<file path="src/rtl/l2_cache_control.sv">
// l2_cache_control: sequencing controller for the 4-way, 8-set, 32-byte-line
// L2 cache datapath. It handles one upstream request at a time. Each request
// goes through lookup and compare. A miss runs an optional writeback and then
// a fill on the physical-memory port, and the lookup is replayed. The block
// also keeps hit and miss performance counters.
//
// Ports:
//   clk, rst                    clock, synchronous active-high reset
//   mem_read, mem_write         upstream request, held until mem_resp
//   mem_resp                    one-cycle upstream completion pulse
//   pmem_read, pmem_write       physical-memory requests
//   pmem_resp                   physical-memory completion pulse
//   hit0..hit3, hit             datapath way-hit / any-hit flags
//   is_dirty                    dirty flag of the indexed set's victim
//   lru_out                     victim way index from the datapath LRU
//   *_read, compare_read        array read / compare enables
//   valid_load, dirty_load,
//   tag_load, dirty_in,
//   mbe_way_sel                 per-way load strobes, dirty value, line write enables
//   lru_load                    LRU update strobe
//   load_filldata               0: mem_wdata, 1: pmem_rdata
//   pmem_addr_muxsel            0: request line address, 1: victim tag address
//   hit_count, miss_count       wrapping performance counters
module l2_cache_control #(
    parameter int unsigned cnt_width = 16
) (
    input  logic                 clk,
    input  logic                 rst,
    input  logic                 mem_read,
    input  logic                 mem_write,
    output logic                 mem_resp,
    output logic                 pmem_read,
    output logic                 pmem_write,
    input  logic                 pmem_resp,
    input  logic                 hit0,
    input  logic                 hit1,
    input  logic                 hit2,
    input  logic                 hit3,
    input  logic                 hit,
    input  logic                 is_dirty,
    input  logic [1:0]           lru_out,
    output logic                 lru_read,
    output logic                 valid_read,
    output logic                 line_read,
    output logic                 dirty_read,
    output logic                 tag_read,
    output logic                 compare_read,
    output logic [3:0]           valid_load,
    output logic [3:0]           dirty_load,
    output logic [3:0]           tag_load,
    output logic [3:0]           dirty_in,
    output logic [3:0]           mbe_way_sel,
    output logic                 lru_load,
    output logic                 load_filldata,
    output logic                 pmem_addr_muxsel,
    output logic [cnt_width-1:0] hit_count,
    output logic [cnt_width-1:0] miss_count
);

    typedef enum logic [2:0] {
        IDLE,
        LOOKUP,
        COMPARE,
        WRITEBACK,
        FILL
    } state_t;

    state_t state;

    logic [3:0] hit_oh;
    logic [3:0] victim_oh;

    assign hit_oh    = {hit3, hit2, hit1, hit0};
    assign victim_oh = 4'b0001 << lru_out;

    // State sequencing and performance counters
    always_ff @(posedge clk) begin
        if (rst) begin
            state      <= IDLE;
            hit_count  <= '0;
            miss_count <= '0;
        end else begin
            case (state)
                IDLE: begin
                    if (mem_read || mem_write) state <= LOOKUP;
                end
                LOOKUP: begin
                    state <= COMPARE;
                end
                COMPARE: begin
                    if (hit) begin
                        hit_count <= hit_count + cnt_width'(1);
                        state     <= IDLE;
                    end else begin
                        miss_count <= miss_count + cnt_width'(1);
                        state      <= is_dirty ? WRITEBACK : FILL;
                    end
                end
                WRITEBACK: begin
                    if (pmem_resp) state <= FILL;
                end
                FILL: begin
                    // Replay the lookup; the freshly loaded way now hits
                    if (pmem_resp) state <= LOOKUP;
                end
                default: begin
                    state <= IDLE;
                end
            endcase
        end
    end

    // Datapath and memory-port control decode
    always_comb begin
        mem_resp         = 1'b0;
        pmem_read        = 1'b0;
        pmem_write       = 1'b0;
        lru_read         = 1'b0;
        valid_read       = 1'b0;
        line_read        = 1'b0;
        dirty_read       = 1'b0;
        tag_read         = 1'b0;
        compare_read     = 1'b0;
        valid_load       = 4'b0000;
        dirty_load       = 4'b0000;
        tag_load         = 4'b0000;
        dirty_in         = 4'b0000;
        mbe_way_sel      = 4'b0000;
        lru_load         = 1'b0;
        load_filldata    = 1'b0;
        pmem_addr_muxsel = 1'b0;

        case (state)
            LOOKUP: begin
                lru_read     = 1'b1;
                valid_read   = 1'b1;
                line_read    = 1'b1;
                dirty_read   = 1'b1;
                tag_read     = 1'b1;
                compare_read = 1'b1;
            end
            COMPARE: begin
                lru_read     = 1'b1;
                valid_read   = 1'b1;
                line_read    = 1'b1;
                dirty_read   = 1'b1;
                tag_read     = 1'b1;
                compare_read = 1'b1;
                if (hit) begin
                    lru_load = 1'b1;
                    mem_resp = 1'b1;
                    // A write (including read+write) merges mem_wdata into the hit way
                    if (mem_write) begin
                        load_filldata = 1'b0;
                        mbe_way_sel   = hit_oh;
                        dirty_load    = hit_oh;
                        dirty_in      = hit_oh;
                    end
                end
            end
            WRITEBACK: begin
                pmem_write       = 1'b1;
                pmem_addr_muxsel = 1'b1;
                line_read        = 1'b1;
            end
            FILL: begin
                pmem_read     = 1'b1;
                load_filldata = 1'b1;
                if (pmem_resp) begin
                    mbe_way_sel = victim_oh;
                    tag_load    = victim_oh;
                    valid_load  = victim_oh;
                    dirty_load  = victim_oh;
                end
            end
            default: begin
            end
        endcase
    end

endmodule

</file>
<file path="config.mk">
export PLATFORM = sky130hd
export DESIGN_NAME = l2_cache_control
export DESIGN_NICKNAME = d
export VERILOG_FILES = /design/src/rtl/l2_cache_control.sv
export SDC_FILE = /design/constraint.sdc
export NUM_CORES = 1
export LEC_CHECK = 0
export BUFFER_PORTS_ARGS = -buffer_cell sky130_fd_sc_hd__clkbuf_2
export CAP_MARGIN = 20
export CORE_MARGIN = 2
export CORE_UTILIZATION = 48
export CTS_CLUSTER_DIAMETER = 200
export DETAILED_ROUTE_END_ITERATION = 10
export GPL_TIMING_DRIVEN = 0
export PLACE_DENSITY = 0.77
export SETUP_SLACK_MARGIN = 0.1
export SLEW_MARGIN = 25
export SYNTH_ARGS = -nofsm -noshare
export SYNTH_HDL_FRONTEND = slang
export SYNTH_SLANG_ARGS = --single-unit
</file>
<file path="constraint.sdc">
create_clock -name clk -period 2.5 [get_ports clk]
set_clock_uncertainty 0.1 [all_clocks]
set_input_delay 0.375 -clock clk [delete_from_list [all_inputs] [get_ports clk]]
set_output_delay 0.375 -clock clk [all_outputs]
set_load 0.05 [all_outputs]
</file>
==> impl_metrics.json, run 1 <==
{
  "status": "finished clean",
  "max_freq_ghz": 0.4304,
  "slew_viol_final": 0,
  "drtPass1Iterations": 4,
  "slew_headroom_pct": 36.71,
  "synthesis.nets": 244,
  "max-vdd-ir-drop_v": 0.0003672,
  "synth_area_um2": 1874,
  "start_util_pct": 50.44,
  "crit_fanout": 10,
  "ioPinCount": 77,
  "cap_violations": 0,
  "ys_seq_area_share_pct": 37.38,
  "synth_edf_count": 0,
  "grt_overflow": 0,
  "die_h_um": 66.49,
  "ys_types": 37,
  "setup_viol": 0,
  "grt_max_degree": 11,
  "post-route-worst-setup-slack_ns": 0.1766,
  "postSynthAreaPerCell_um2": 8.185,
  "track_usage_pct": 19.94,
  "port_buffers": 76,
  "finalCriticalPeriod_ns": 2.323,
  "rsz0062_at_grt": "false",
  "cp_cell_sequence": "buf_6 > nand4bb_4 > clkbuf_8 > clkinv_4 > and3_2 > or2_4 > buf_4 > clkbuf_8",
  "worstPathArrival_ns": 1.85,
  "cp_common_cell": "clkbuf_8",
  "end_kind": "primary output",
  "holdCritPathClass": "in2reg",
  "dieArea_um2": 4421,
  "grt_pass1_wl_um": 6879,
  "wirelength_um": 4410,
  "dp_slack_ns": -0.0009786,
  "grt_pass1_vias": 1609,
  "cts_root_buf": "clkbuf_8",
  "crit_type": "reg2out",
  "place_inst": 353,
  "cp_top_family": "buffers and inverters",
  "antenna_found_initial": 0,
  "rows": 22,
  "synth_top_area_share_pct": 37.38,
  "drt_iter0_drc": 108,
  "die_w_um": 66.49,
  "finalPower_mw": 1.511,
  "clk_pin_slew_ns": 0.06,
  "critPathBufInv": 5,
  "power_density_nw_per_um2": 583.9,
  "hold_viol_final": 0,
  "cts_tree": "built",
  "dpl.hpwl_um": 3279,
  "worstMarginPinSlew_ns": 0.9361,
  "clkLatencyLatePin_ns": 0.28,
  "drc": 0,
  "core_area_um2": 3716,
  "synth_cells": 229,
  "yosysTopAreaCell": "dfxtp_1",
  "min_from": "rst",
  "vias": 1857,
  "ys_seq_elements": 35,
  "synth-main-ff-cell": "dfxtp_1",
  "layout-drive-gt1-share_pct": 41.77,
  "critPathLaunch": "state[0]$_SDFFE_PP0P_",
  "start_kind": "flip-flop",
  "cts_buffer_depth": 2,
  "num_antenna_cells": 0,
  "place.gp.congestion": 0.7929,
  "rrSetupSlack_ns": 0.27,
  "slowest_stage": "dfxtp_1",
  "layout.nets": 331,
  "fin_hold_ws_ns": 0.3694,
  "yosysWarningCount": 0,
  "fin_crit_sh_pct": 92.93,
  "ant_nets": 0,
  "synthTopCellsByArea": "dfxtp_1 37%, nor2_1 7.0%, xnor2_1 7.0%",
  "async_reset_ff_share_pct": 0,
  "cts_buffers": 5,
  "drt-vias-per-instance": 5.102,
  "wl_per_cell_um": 12.12,
  "area_delta_synth_final_pct": 38.12,
  "timing.rr.start": "state[0]$_SDFFE_PP0P_",
  "final_cells": 364,
  "cts_htree_levels": 2,
  "max_stage_delay_ns": 0.32,
  "p_leak_nw": 1.125,
  "clock-sinks": 35,
  "required_ns": 2.03
}
==> cells in the mapped netlist (2+ instances only) <==
cell	instances
nor2b_1	4
a21oi_1	11
ha_1	2
and3_1	6
or2_2	2
mux2_2	3
nor4_1	7
or3_1	7
xnor2_1	15
or4_1	3
clkbuf_1	6
o21ai_0	6
buf_4	15
o21bai_1	2
inv_1	5
and4_1	3
nor2_1	35
nand2_1	17
xor2_1	5
nand3_1	10
nand4_1	6
nor3_1	3
buf_6	2
o31ai_1	5
dfxtp_1	35
nand2b_1	3
==> worst register-to-register path, stage by stage, from the launching register on <==
cell,delay (ns)
dfxtp_1,0.31
buf_6,0.13
or4b_4,0.51
buf_6,0.15
or4_4,0.53
or3_1,0.32
a21oi_1,0.13
==> power by group <==
group	total, mW	switching [mW]	internal, mW
Clock	0.487	0.195	0.292
Sequential	0.578	0.00942	0.569
Combinational	0.446	0.297	0.149
==> through the flow <==
stage,TNS [ns],cell area [µm²],util (%)
global placement,0,2386,64.21
global route,0,2589,69.66
finish,0,2589,69.66
CTS,0,2560,68.89
detailed placement,-0.0009786,2386,64.21
floorplan,0,1946,-
==> registers in the layout, summed over array words and instances, names as in the netlist <==
register and count:
hit_count 16, state 3, miss_count 16
==> kinds of logic (layout without fill, tap and decap cells) <==
kind of cell / count (synthesis) / count (layout) / synth area share [%]
AOI/OAI and AO/OA: 26 / 26 / 8.144
DFF: 35 / 35 / 37.38
buffers and inverters: 30 / 117 / 9.813
adders and majority gates: 2 / 2 / 1.335
muxes: 3 / 3 / 1.802
xor gates and xnor gates: 20 / 20 / 9.346
and+or+nand+nor: 113 / 113 / 32.18
==> area by class of cell <==
cell class | count | area [µm²]
fillers | 330 | 1127
well taps | 48 | 60.06
inverters | 6 | 27.53
repair buffers | 80 | 421.7
clock inverters | 1 | 30.03
plain buffers | 24 | 192.7
clock buffers | 6 | 72.57
multi-input cells | 164 | 1081
flip-flops and latches | 35 | 703.2
==> per-layer routing <==
metal | wire length, µm | vias up | track usage [%]
met1 | 1904 | 865 | 22.85
met5 | 0 | - | 0
met4 | 24 | 0 | 6.378
met2 | 2330 | 34 | 36.63
met3 | 150 | 2 | 4.054
li1 | - | 956 | -
==> worst paths after layout <==
path	depth (start not counted)	endpoint
hold reg to reg	2	hit_count[15]$_SDFFE_PP0P_
setup reg to reg	6	miss_count[13]$_SDFFE_PP0P_
hold / removal	3	miss_count[11]$_SDFFE_PP0P_
setup / recovery	8	mbe_way_sel[0]
==> layout by cell type, fill, tap and decap left out, types with 2 or more instances in the layout <==
cell type	count
clkbuf_2	74
nor2_1	33
dfxtp_1	33
buf_4	19
nand2_1	17
xnor2_1	15
a21oi_1	11
nand3_1	10
clkbuf_8	8
or3_1	7
nand4_1	6
o21ai_0	6
nor4_1	6
inv_1	5
xor2_1	5
o31ai_1	5
clkbuf_1	4
nor2b_1	4
and3_4	3
mux2_2	3
nor3_1	3
and4_1	3
or4_1	3
buf_6	2
and3_2	2
or2_4	2
nor2_2	2
o21bai_4	2
ha_1	2
dfxtp_2	2
==> timing repair <==
action / in CTS / in global routing
hold buffers: 0 / 0
gates resized for setup: 13 / 4
setup endpoints to repair: 14 / 4
buffers inserted: 1 / 3
pin swaps: 0 / 0
Power figures use the tool's default switching activity.
==> run 2, diff against run 1 <==
Settings changed: CORE_UTILIZATION 48 to 50, CTS_BUF_LIST set to sky130_fd_sc_hd__clkbuf_8, PLACE_DENSITY 0.77 to 0.8.
Clock period 2.5 ns to 2.6 ns, I/O delays scaled along.
==> run 2 against run 1 <==
  * Combinational power down 8.5%
  * Sequential cell count did not move
  * Setup slack gained 0.013 ns
  * Die area fell by 3.8%
  * Cell area decreased by 2.9%
  * Critical endpoint is now mbe_way_sel[3]
  * Highest routed layer unchanged
  * Sequential power shrank 4.0%
  * Non-clock buffer count fell by 4
==> impl_metrics.json, run 2 (synthesized netlist as in run 1, its figures left out) <==
{
  "dieArea_um2": 4254,
  "final_common_cell": "clkbuf_2",
  "grt_max_degree": 12,
  "setup_tns_ns": 0,
  "slew_viol_final": 0,
  "grt_overflow": 0,
  "dpl.hpwl_um": 3203,
  "port_buffers": 76,
  "grt_pass1_vias": 1532,
  "cts_hold_buf": 0,
  "slew_headroom_pct": 40.10,
  "crit_fanout": 10,
  "holdCritPathClass": "in2reg",
  "cp_cell_sequence": "clkbuf_8 > nand4bb_4 > buf_8 > clkinv_4 > and3_2 > or2_4 > buf_4 > clkbuf_8",
  "cts_setup_buffers": 0,
  "hold_viol_final": 0,
  "ant_nets": 0,
  "place.gp.congestion": 0.7303,
  "layout-drive-gt1-share_pct": 39.62,
  "drt-vias-per-instance": 5.080,
  "layout.nets": 327,
  "start_kind": "flip-flop",
  "p_leak_nw": 1.102,
  "largest_registers": "hit_count x16, miss_count x16, state x3",
  "cts_buffer_depth": 2,
  "final_cells": 361,
  "die_w_um": 65.23,
  "num_antenna_cells": 0,
  "clk_pin_slew_ns": 0.07,
  "status": "finished clean",
  "rows": 22,
  "max_freq_ghz": 0.4149,
  "worstPathArrival_ns": 1.92,
  "cts_htree_levels": 2,
  "vias": 1834,
  "finalCriticalPeriod_ns": 2.410,
  "fin_crit_sh_pct": 92.70,
  "wl_per_cell_um": 11.64,
  "core_area_um2": 3633,
  "drt_iter0_drc": 66,
  "end_kind": "primary output",
  "slowest_stage": "dfxtp_2",
  "cts_root_buf": "clkbuf_8",
  "power_density_nw_per_um2": 532.6,
  "wirelength_um": 4201,
  "track_usage_pct": 20.06,
  "antenna_found_initial": 0,
  "clock-sinks": 35,
  "worstMarginPinSlew_ns": 0.8860,
  "crit_type": "reg2out",
  "clkLatencyLatePin_ns": 0.29,
  "rsz0062_at_grt": "false",
  "drc": 0,
  "die_h_um": 65.23,
  "placed_area_um2": 2369,
  "design_area_um2": 2514,
  "max-vdd-ir-drop_v": 0.0003349,
  "ioPinCount": 77,
  "finalPower_mw": 1.339,
  "final_cell_mix": "74 x clkbuf_2, 35 x nor2_1, 34 x dfxtp_1",
  "start_util_pct": 51.58,
  "place_inst": 353,
  "fin_hold_ws_ns": 0.3553,
  "max_stage_delay_ns": 0.34,
  "area_delta_synth_final_pct": 34.11,
  "cap_violations": 0,
  "cp_common_cell": "clkbuf_8",
  "cts_tree": "built",
  "cts_buffers": 5,
  "setup_viol": 0,
  "grt_pass1_wl_um": 6713,
  "required_ns": 2.11,
  "drtPass1Iterations": 4
}
## run 2: where the power goes
part           switching, mW  internal [mW]
Combinational          0.279          0.129
Sequential           0.00831          0.546
Clock                  0.194          0.183
Total                  0.480          0.858
## run 2: final timing paths
check	start	end	slack (ns)	cells after the start
hold reg to reg	hit_count[15]$_SDFFE_PP0P_	hit_count[15]$_SDFFE_PP0P_	0.38	2
setup / recovery	state[2]$_SDFFE_PP0P_	mbe_way_sel[3]	0.19	8
setup reg to reg	state[0]$_SDFFE_PP0P_	miss_count[13]$_SDFFE_PP0P_	0.36	6
hold / removal	is_dirty	state[0]$_SDFFE_PP0P_	0.36	3
## run 2: area by class of cell
cell class | instances | area (µm²)
plain buffers | 24 | 186.4
clock buffers | 5 | 68.82
clock inverters | 3 | 16.27
fillers | 307 | 1120
inverters | 6 | 27.53
multi-input cells | 164 | 1061
flip-flops and latches | 35 | 701.9
well taps | 48 | 60.06
repair buffers | 76 | 391.6
## run 2: timing repair
action	CTS	global route
gates cloned	0	0
setup endpoints to repair	14	5
gates resized for setup	11	4
## run 2: metrics by stage
step	setup WS [ns]	utilization, %
global placement	0.1266	65.19
floorplan	0.08883	-
finish	0.1899	69.18
detailed placement	0.07844	65.19
global route	0.1109	69.18
CTS	0.1022	68.91
## run 2: per-layer routing
metal  wire [µm]  vias to the layer above  part of all wire [%]  track usage (%)
li1            -                      946                     -                -
met1        1808                      849                    43            23.99
met2        2146                       34                    51            33.16
met3         206                        5                   4.9            7.705
met4          39                        0                  0.93            6.250
met5           0                        -                     0                0
## run 2: worst max-delay path: cells and delay by family (launching register included)
kind | cells | cell delay (ns)
buffers and inverters | 5 | 0.68
and+or+nand+nor | 3 | 0.60
DFF | 1 | 0.34
==> run 3, diff against run 2 <==
Settings changed: MAX_ROUTING_LAYER set to met4.
==> run 3 against run 2 <==
  * Sequential share of layout area unchanged
  * Final cell count unchanged
  * Hold slack got worse by 0.00060 ns
  * Setup slack got worse by 0.0020 ns
  * Die area unchanged
  * Non-clock buffer count unchanged
  * Critical endpoint unchanged
==> impl_metrics.json, run 3 (synthesized netlist as in run 1, its figures left out) <==
{
  "status": "finished clean",
  "layout.nets": 327,
  "vias": 1832,
  "drtPass1Iterations": 4,
  "die_w_um": 65.23,
  "worstMarginPinSlew_ns": 0.8860,
  "worstPathArrival_ns": 1.92,
  "final_cell_mix": "74 x clkbuf_2, 35 x nor2_1, 34 x dfxtp_1",
  "critPathLaunch": "state[2]$_SDFFE_PP0P_",
  "wl_per_cell_um": 11.66,
  "hold_viol_final": 0,
  "final_cells": 361,
  "cts_setup_buffers": 0,
  "track_usage_pct": 20.59,
  "num_antenna_cells": 0,
  "fin_crit_sh_pct": 92.77,
  "p_leak_nw": 1.102,
  "critPathBufInv": 5,
  "largest_registers": "hit_count x16, miss_count x16, state x3",
  "dieArea_um2": 4254,
  "setup_tns_ns": 0,
  "cts_htree_levels": 2,
  "clock-sinks": 35,
  "place.gp.congestion": 0.7391,
  "cts_tree": "built",
  "ioPinCount": 77,
  "grt_pass1_vias": 1536,
  "grt_max_degree": 12,
  "rsz0062_at_grt": "false",
  "grt_overflow": 0,
  "layout-drive-gt1-share_pct": 39.62,
  "holdCritPathClass": "in2reg",
  "antenna_found_initial": 0,
  "cp_top_family": "buffers and inverters",
  "clk_pin_slew_ns": 0.07,
  "clkLatencyLatePin_ns": 0.29,
  "drt-vias-per-instance": 5.075,
  "core_area_um2": 3633,
  "crit_fanout": 10,
  "placed_area_um2": 2369,
  "max-vdd-ir-drop_v": 0.0003349,
  "fin_util_pct": 69.18,
  "dpl.hpwl_um": 3203,
  "timing.rr.start": "state[0]$_SDFFE_PP0P_",
  "power_density_nw_per_um2": 532.8,
  "max_stage_delay_ns": 0.34,
  "drc": 0,
  "ant_nets": 0,
  "end_kind": "primary output",
  "slew_headroom_pct": 40.10,
  "place_inst": 353,
  "finalCriticalPeriod_ns": 2.412,
  "wirelength_um": 4209,
  "start_util_pct": 51.58,
  "cts_buffers": 5,
  "cts_root_buf": "clkbuf_8",
  "grt_pass1_wl_um": 6734,
  "cp_cell_sequence": "clkbuf_8 > nand4bb_4 > buf_8 > clkinv_4 > and3_2 > or2_4 > buf_4 > clkbuf_8",
  "slew_viol_final": 0,
  "setup_viol": 0,
  "crit_type": "reg2out",
  "rows": 22,
  "drt_iter0_drc": 60,
  "final_common_cell": "clkbuf_2",
  "die_h_um": 65.23,
  "rrSetupSlack_ns": 0.36,
  "design_area_um2": 2514,
  "area_delta_synth_final_pct": 34.11,
  "cts_buffer_depth": 2,
  "max_freq_ghz": 0.4146,
  "required_ns": 2.11,
  "slowest_stage": "dfxtp_2",
  "port_buffers": 76,
  "start_kind": "flip-flop",
  "min_from": "is_dirty",
  "cap_violations": 0,
  "cp_common_cell": "clkbuf_8"
}
run 3: cell counts in the layout (fill, tap and decap cells not counted):
Identical to the previous run, type by type.
run 3: tightest hold or removal path, stage by stage:
cell and delay (ns):
clkbuf_2 0.11, a21oi_1 0.13, o31ai_1 0.07
run 3: timing repair:
| action | in CTS | in global routing |
|---|---|---|
| gates resized for setup | 11 | 4 |
| hold buffers | 0 | 0 |
| endpoints found under the setup margin | 14 | 5 |
run 3: worst paths after layout:
| path | to | cells after the start |
|---|---|---|
| setup / recovery | mbe_way_sel[3] | 8 |
| hold / removal | state[0]$_SDFFE_PP0P_ | 3 |
| setup reg to reg | miss_count[13]$_SDFFE_PP0P_ | 6 |
| hold reg to reg | hit_count[15]$_SDFFE_PP0P_ | 2 |
run 3: per-stage QoR:
stage	setup WS (ns)	hold slack (ns)	total power [mW]
detailed placement	0.07844	0.3763	0.9594
global route	0.1109	0.3655	1.407
finish	0.1879	0.3547	1.339
floorplan	0.08883	0.4712	0.8826
global placement	0.1266	0.3662	0.9568
CTS	0.1022	0.3279	1.349
run 3: layout make-up:
cell class	instances	area, µm²
fill	307	1120
multi-input combinational	164	1061
sequential	35	701.9
timing repair buffer	76	391.6
buffer	24	186.4
clock buffer	5	68.82
tap	48	60.06
inverter	6	27.53
clock inverter	3	16.27
run 3: power breakdown:
part | internal (mW) | leakage, nW | switching (mW)
sequential | 0.546 | 0.283 | 0.00831
clock | 0.183 | 0.0453 | 0.194
combinational | 0.129 | 0.774 | 0.279
total | 0.858 | 1.10 | 0.481
run 3: routing by layer:
layer | routed length [µm] | track usage, %
met5 | 0 | -
met4 | 38 | 6.250
met2 | 2147 | 33.16
met1 | 1810 | 23.99
met3 | 212 | 7.705
